==> src/rtl/lfsr_pkg.sv <==
// Shared definitions for the LFSR sequencer: FSM encoding, default taps/seed
// and the Fibonacci step function used by the core and the period checker.
package lfsr_pkg;

  typedef enum logic [1:0] {
    ST_IDLE = 2'd0,
    ST_RUN  = 2'd1,
    ST_DONE = 2'd2
  } seq_state_t;

  localparam int         LFSR_MAX_W     = 32;
  localparam int         LFSR_DEF_WIDTH = 3;
  localparam int         LFSR_DEF_CNT_W = 8;
  localparam logic [2:0] LFSR_DEF_TAPS  = 3'b110;
  localparam logic [2:0] LFSR_DEF_SEED  = 3'b001;

  // Shift left, feed back the parity of the tapped bits into bit 0, and keep
  // only the low w bits so callers can zero-extend any width up to LFSR_MAX_W.
  function automatic logic [LFSR_MAX_W-1:0] lfsr_next(
    input logic [LFSR_MAX_W-1:0] s,
    input logic [LFSR_MAX_W-1:0] taps,
    input int                    w
  );
    logic [LFSR_MAX_W-1:0] mask;
    logic [LFSR_MAX_W-1:0] nxt;
    mask = (w >= LFSR_MAX_W) ? '1 : ((LFSR_MAX_W'(1) << w) - LFSR_MAX_W'(1));
    nxt  = {s[LFSR_MAX_W-2:0], ^(s & taps)} & mask;
    return nxt;
  endfunction

endpackage

==> src/rtl/lfsr_core.sv <==
// LFSR state register: load / step / hold, with automatic recovery from the
// all-zero lock-up state back to DEFAULT_SEED.
module lfsr_core
  import lfsr_pkg::*;
#(
  parameter int               WIDTH        = LFSR_DEF_WIDTH,
  parameter logic [WIDTH-1:0] TAPS         = LFSR_DEF_TAPS,
  parameter logic [WIDTH-1:0] DEFAULT_SEED = LFSR_DEF_SEED
) (
  input  logic             clk,
  input  logic             rst,
  input  logic             load,
  input  logic [WIDTH-1:0] load_val,
  input  logic             step,
  output logic [WIDTH-1:0] state,
  output logic             zero
);

  logic [LFSR_MAX_W-1:0] nxt_full;
  logic [WIDTH-1:0]      step_val;

  assign zero     = (state == '0);
  assign nxt_full = lfsr_next(LFSR_MAX_W'(state), LFSR_MAX_W'(TAPS), WIDTH);
  assign step_val = nxt_full[WIDTH-1:0];

  generate
    if (WIDTH < LFSR_MAX_W) begin : g_unused
      logic unused_hi;
      assign unused_hi = |nxt_full[LFSR_MAX_W-1:WIDTH];
    end
  endgenerate

  // State register: recovery beats load, load beats step; a zero seed is
  // replaced by DEFAULT_SEED so the register can never be loaded into lock-up.
  always_ff @(posedge clk) begin
    if (rst) begin
      state <= DEFAULT_SEED;
    end else if (zero) begin
      state <= DEFAULT_SEED;
    end else if (load) begin
      state <= (load_val == '0) ? DEFAULT_SEED : load_val;
    end else if (step) begin
      state <= step_val;
    end
  end

endmodule

==> src/rtl/lfsr_seq_ctrl.sv <==
// Burst sequencer around lfsr_core: seed loading, req/ack burst handshake,
// burst counter with abort, sticky lock-up flag.
// Optional feature macro: LFSR_SEQ_CTRL_PERIOD_CHECK_EN adds a period checker
// driving period_err; without it period_err is tied low.
module lfsr_seq_ctrl
  import lfsr_pkg::*;
#(
  parameter int               WIDTH        = LFSR_DEF_WIDTH,
  parameter logic [WIDTH-1:0] TAPS         = LFSR_DEF_TAPS,
  parameter logic [WIDTH-1:0] DEFAULT_SEED = LFSR_DEF_SEED,
  parameter int               CNT_W        = LFSR_DEF_CNT_W
) (
  input  logic             clk,
  input  logic             rst_n,
  input  logic             seed_vld,
  input  logic [WIDTH-1:0] seed,
  input  logic             req,
  input  logic [CNT_W-1:0] len,
  input  logic             abort,
  output logic             ack,
  output logic             busy,
  output logic [WIDTH-1:0] q,
  output logic             q_vld,
  output logic             done,
  output logic             lockup_err,
  output logic             period_err
);

  seq_state_t       st, st_nxt;
  logic [CNT_W-1:0] cnt;
  logic             core_load;
  logic             core_zero;

  lfsr_core #(
    .WIDTH        (WIDTH),
    .TAPS         (TAPS),
    .DEFAULT_SEED (DEFAULT_SEED)
  ) u_core (
    .clk      (clk),
    .rst      (rst_n),
    .load     (core_load),
    .load_val (seed),
    .step     (q_vld),
    .state    (q),
    .zero     (core_zero)
  );

  // FSM state register
  always_ff @(posedge clk) begin
    if (rst_n) st <= ST_IDLE;
    else       st <= st_nxt;
  end

  // FSM next state: seed beats req in IDLE; abort or last word ends a burst
  always_comb begin
    st_nxt = st;
    unique case (st)
      ST_IDLE: if (!seed_vld && req) st_nxt = (len == '0) ? ST_DONE : ST_RUN;
      ST_RUN:  if (abort || (q_vld && cnt == CNT_W'(1))) st_nxt = ST_DONE;
      ST_DONE: st_nxt = ST_IDLE;
      default: st_nxt = ST_IDLE;
    endcase
  end

  // FSM outputs: a word is emitted only when not aborting and not recovering
  always_comb begin
    ack       = (st == ST_IDLE) && req && !seed_vld;
    core_load = (st == ST_IDLE) && seed_vld;
    busy      = (st == ST_RUN);
    q_vld     = (st == ST_RUN) && !abort && !core_zero;
    done      = (st == ST_DONE);
  end

  // Burst counter: loaded on ack, decremented per emitted word
  always_ff @(posedge clk) begin
    if (rst_n)      cnt <= '0;
    else if (ack)   cnt <= len;
    else if (q_vld) cnt <= cnt - CNT_W'(1);
  end

  // Sticky lock-up flag: zero state observed or zero seed requested
  always_ff @(posedge clk) begin
    if (rst_n)
      lockup_err <= 1'b0;
    else if (core_zero || (core_load && seed == '0))
      lockup_err <= 1'b1;
  end

`ifdef LFSR_SEQ_CTRL_PERIOD_CHECK_EN
  localparam logic [WIDTH:0] PERIOD = {1'b0, {WIDTH{1'b1}}};

  logic [WIDTH-1:0]      ref_seed;
  logic [WIDTH:0]        per_cnt;
  logic [WIDTH:0]        per_inc;
  logic [LFSR_MAX_W-1:0] chk_full;
  logic [WIDTH-1:0]      chk_nxt;

  assign per_inc  = per_cnt + 1'b1;
  assign chk_full = lfsr_next(LFSR_MAX_W'(q), LFSR_MAX_W'(TAPS), WIDTH);
  assign chk_nxt  = chk_full[WIDTH-1:0];

  generate
    if (WIDTH < LFSR_MAX_W) begin : g_chk_unused
      logic unused_chk_hi;
      assign unused_chk_hi = |chk_full[LFSR_MAX_W-1:WIDTH];
    end
  endgenerate

  // Period checker: count steps since the last load and verify the count
  // each time the sequence returns to the loaded value
  always_ff @(posedge clk) begin
    if (rst_n) begin
      ref_seed   <= DEFAULT_SEED;
      per_cnt    <= '0;
      period_err <= 1'b0;
    end else if (core_zero) begin
      ref_seed <= DEFAULT_SEED;
      per_cnt  <= '0;
    end else if (core_load) begin
      ref_seed <= (seed == '0) ? DEFAULT_SEED : seed;
      per_cnt  <= '0;
    end else if (q_vld) begin
      if (chk_nxt == ref_seed) begin
        if (per_inc != PERIOD) period_err <= 1'b1;
        per_cnt <= '0;
      end else if (per_cnt != '1) begin
        per_cnt <= per_inc;
      end
    end
  end
`else
  assign period_err = 1'b0;
`endif

endmodule

==> config.mk <==
export PLATFORM = sky130hd
export DESIGN_NAME = lfsr_seq_ctrl
export DESIGN_NICKNAME = d
export VERILOG_FILES = /design/src/rtl/lfsr_pkg.sv /design/src/rtl/lfsr_core.sv /design/src/rtl/lfsr_seq_ctrl.sv
export SDC_FILE = /design/constraint.sdc
export NUM_CORES = 1
export LEC_CHECK = 0
export ABC_AREA = 0
export ABC_CLOCK_PERIOD_IN_PS = 3000
export CAP_MARGIN = 15
export CORE_ASPECT_RATIO = 1.5
export CORE_UTILIZATION = 35
export DETAILED_ROUTE_END_ITERATION = 8
export PLACE_DENSITY = 0.59
export SYNTH_ARGS = -nofsm -noshare
export SYNTH_HDL_FRONTEND = slang
export SYNTH_HIERARCHICAL = 1
export SYNTH_SLANG_ARGS = --single-unit
export TNS_END_PERCENT = 30
==> constraint.sdc <==
create_clock -name clk -period 3 [get_ports clk]
set_input_delay 0.9 -clock clk [delete_from_list [all_inputs] [get_ports clk]]
set_output_delay 0.9 -clock clk [all_outputs]
set_load 0.05 [all_outputs]
==> results_dict.tcl <==
set metrics [dict create \
    outcome "completed" \
    yosysSeqAreaShare 0.352 \
    pre_cts_slack_ns -0.0574 \
    wl_per_cell_um 14.2 \
    path_cells "clkdlybuf4s50_1 -> nor2b_1 -> nand2_1 -> clkinv_1 -> buf_12" \
    yosysTopAreaCell "dfxtp_1" \
    ir_worst_vdd_v 0.000235 \
    p_seq_frac 0.397 \
    coreArea_um2 2080 \
    hold_violations 0 \
    final.setup_skew_ns 0.00463 \
    tritoncts "yes" \
    combPwrFrac 0.348 \
    initial_core_util 0.384 \
    num_antenna_cells 0 \
    fin_cells 151 \
    avgSynthCellArea_um2 7.89 \
    synth_fa_ha_area_frac 0.0314 \
    yosys.area_share.simple 0.301 \
    synthDistinctLibCells 38 \
    crit_required_ns 2.10 \
    fin_ws_ns 0.144 \
    cts_buffers 3 \
    crit_slowest_cell "clkdlybuf4s50_1" \
    muxShareOfSynthArea 0.0251 \
    synth-seq-cells 14 \
    cp.arrival_ns 1.96 \
    async_reset_ff_frac 0 \
    chipWidth_um 41.0 \
    synth_xor_area_frac 0.0110 \
    synth_edf_count 0 \
    worstSetupPathType "in -> out" \
    p_sw_frac 0.362 \
    setup_viol 0 \
    grt_pass1_wl_um 3460 \
    drive_above_1_share 0.124 \
    dp_hpwl_um 1640 \
    drc_errors 0 \
    ys.flop_type "dfxtp_1" \
    cp_max_fo 3 \
    grt_overflow 0 \
    gp_congestion 0.749 \
    startpoint_type "input port" \
    syn_inst 101 \
    ant_nets 0 \
    yosys_warnings 6 \
    wl_um 2150 \
    cellPowerDensity_nw_per_um2 509 \
    rows 20 \
    cts_hold_buf 0 \
    drt-initial-drc-count 37 \
    vias 834 \
    max-clock-path-buffers 2 \
    die_area_um2 2480 \
    io_pins 25 \
    cts_root_buffer "clkbuf_4" \
    leakagePower_nw 0.427 \
    p_sw_w 0.000209 \
    fmax_mhz 350 \
    min_period_ns 2.86 \
    slew_headroom 0.666 \
    synth.area.top_cells "dfxtp_1, nor2_1, nand2_1, a21oi_1, ha_1" \
    portBuffers 23 \
    synth_top_family_by_area "simple AND/OR/NAND/NOR gates" \
    area_delta_synth_final_pct 41.8 \
    grt_start_max_net_pins 13 \
    synth_compound_area_frac 0.226 \
    rsz0062_at_grt "no" \
    slew_violations 0 \
    crit_path_max_incr_delay_ns 0.45 \
    dr.pass1.iters 4 \
    synth_common_cells "dfxtp_1, nor2_1, nand2_1" \
    p_clk_frac 0.255 \
    syn_nets 119 \
    maxCapViolCount 0 \
    die_h_um 60.4 \
    fin_nets 148 \
    postCtsSetupBuffers 0 \
    globalRouteTotalUtil 0.203 \
    grt_pass1_vias 816 \
    fin_crit_sh 0.952 \
    synth_area_um2 797 \
    numClockSinks 14 \
    end_kind "output pin" \
    intPower_w 0.000367 \
    worstMarginPinSlew_ns 0.497 \
    antenna_found_initial 0 \
    htree_levels 1 \
    hp-class "reg -> reg" \
    clock_latency_ns 0.30 \
    yosysTopAreaCellShare 0.352 \
    clk_pin_slew_ns 0.10 \
    placed_cells 147 \
    vias_per_cell 5.52 \
]
layer usage:
layer	track usage	routed length (µm)	vias to the layer above	share of wire
li1	-	-	420	-
met2	0.335	1100	22	0.51
met1	0.242	905	387	0.42
met4	0.114	51	0	0.024
met5	0	0	-	0
met3	0.0220	86	5	0.040
through the flow:
stage | instance area, µm² | total power [W] | hold WS [ns] | utilization | setup TNS (ns)
after floorplan | 797 | 0.000354 | 0.456 | - | 0
final | 1130 | 0.000575 | 0.494 | 0.544 | 0
after CTS | 1130 | 0.000576 | 0.490 | 0.544 | 0
after detailed placement | 1090 | 0.000430 | 0.476 | 0.524 | -0.110
after global routing | 1130 | 0.000599 | 0.510 | 0.544 | 0
after global placement | 1090 | 0.000430 | 0.469 | 0.524 | -0.0652
power by group through the flow:
stage | logic, W | clock network (W) | registers, W
2_1_floorplan | 0.000105 | 0 | 0.000249
3_3_place_gp | 0.000198 | 0 | 0.000232
3_5_place_dp | 0.000198 | 0 | 0.000232
4_1_cts | 0.000201 | 0.000147 | 0.000228
5_1_grt | 0.000216 | 0.000152 | 0.000231
6_report | 0.000200 | 0.000147 | 0.000228
critical path: cells and delay by family:
family / cells / cell delay [ns]
buffers and inverters: 3 / 0.70
and+or+nand+nor: 2 / 0.35
state kept, by name, indices dropped and copies added (netlist names):
register      cells
st                2
u_core/state      3
lockup_err        1
cnt               8
layout make-up:
cell class	count	area (µm²)
fill	201	947
multi-input combinational	78	482
sequential	14	280
timing repair buffer	27	279
clock buffer	4	36.3
tap	22	27.5
inverter	6	25.0
cells by family after synthesis:
kind of cell / count (synthesis)
mux: 2
buf+inv: 9
simple gates: 47
xor+xnor: 1
flops: 14
compound gates: 25
other cells: 1
fa+ha+maj: 2
worst paths after layout:
kind,startpoint,endpoint,slack (ns),depth (start not counted)
worst max-delay path,req,ack,0.14,5
worst min-delay path,cnt[7],cnt[7],0.49,2
worst max register to register,u_core/state[1],cnt[5],0.80,6
worst min register to register,cnt[7],cnt[7],0.49,2
cell usage in the layout (no fill, tap or decap), types with 3 or more instances in the layout:
cell             netlist  final
inv_1                  4      4
nor2b_1                3      3
clkbuf_4               0      3
o21ai_0                5      5
buf_4                  1      4
nor3_1                 5      5
clkdlybuf4s50_1        0     20
and2_1                 3      3
a21oi_1                5      5
nor2_1                14     14
nand2_1               11     11
dfxtp_1               14     14
timing repair:
item | 4_1_cts | 5_1_grt
resized for setup | 3 | 0
setup endpoints to repair | 1 | 0
hold endpoints to repair | 0 | 0
Note: power is estimated with default switching activity, not from simulation.
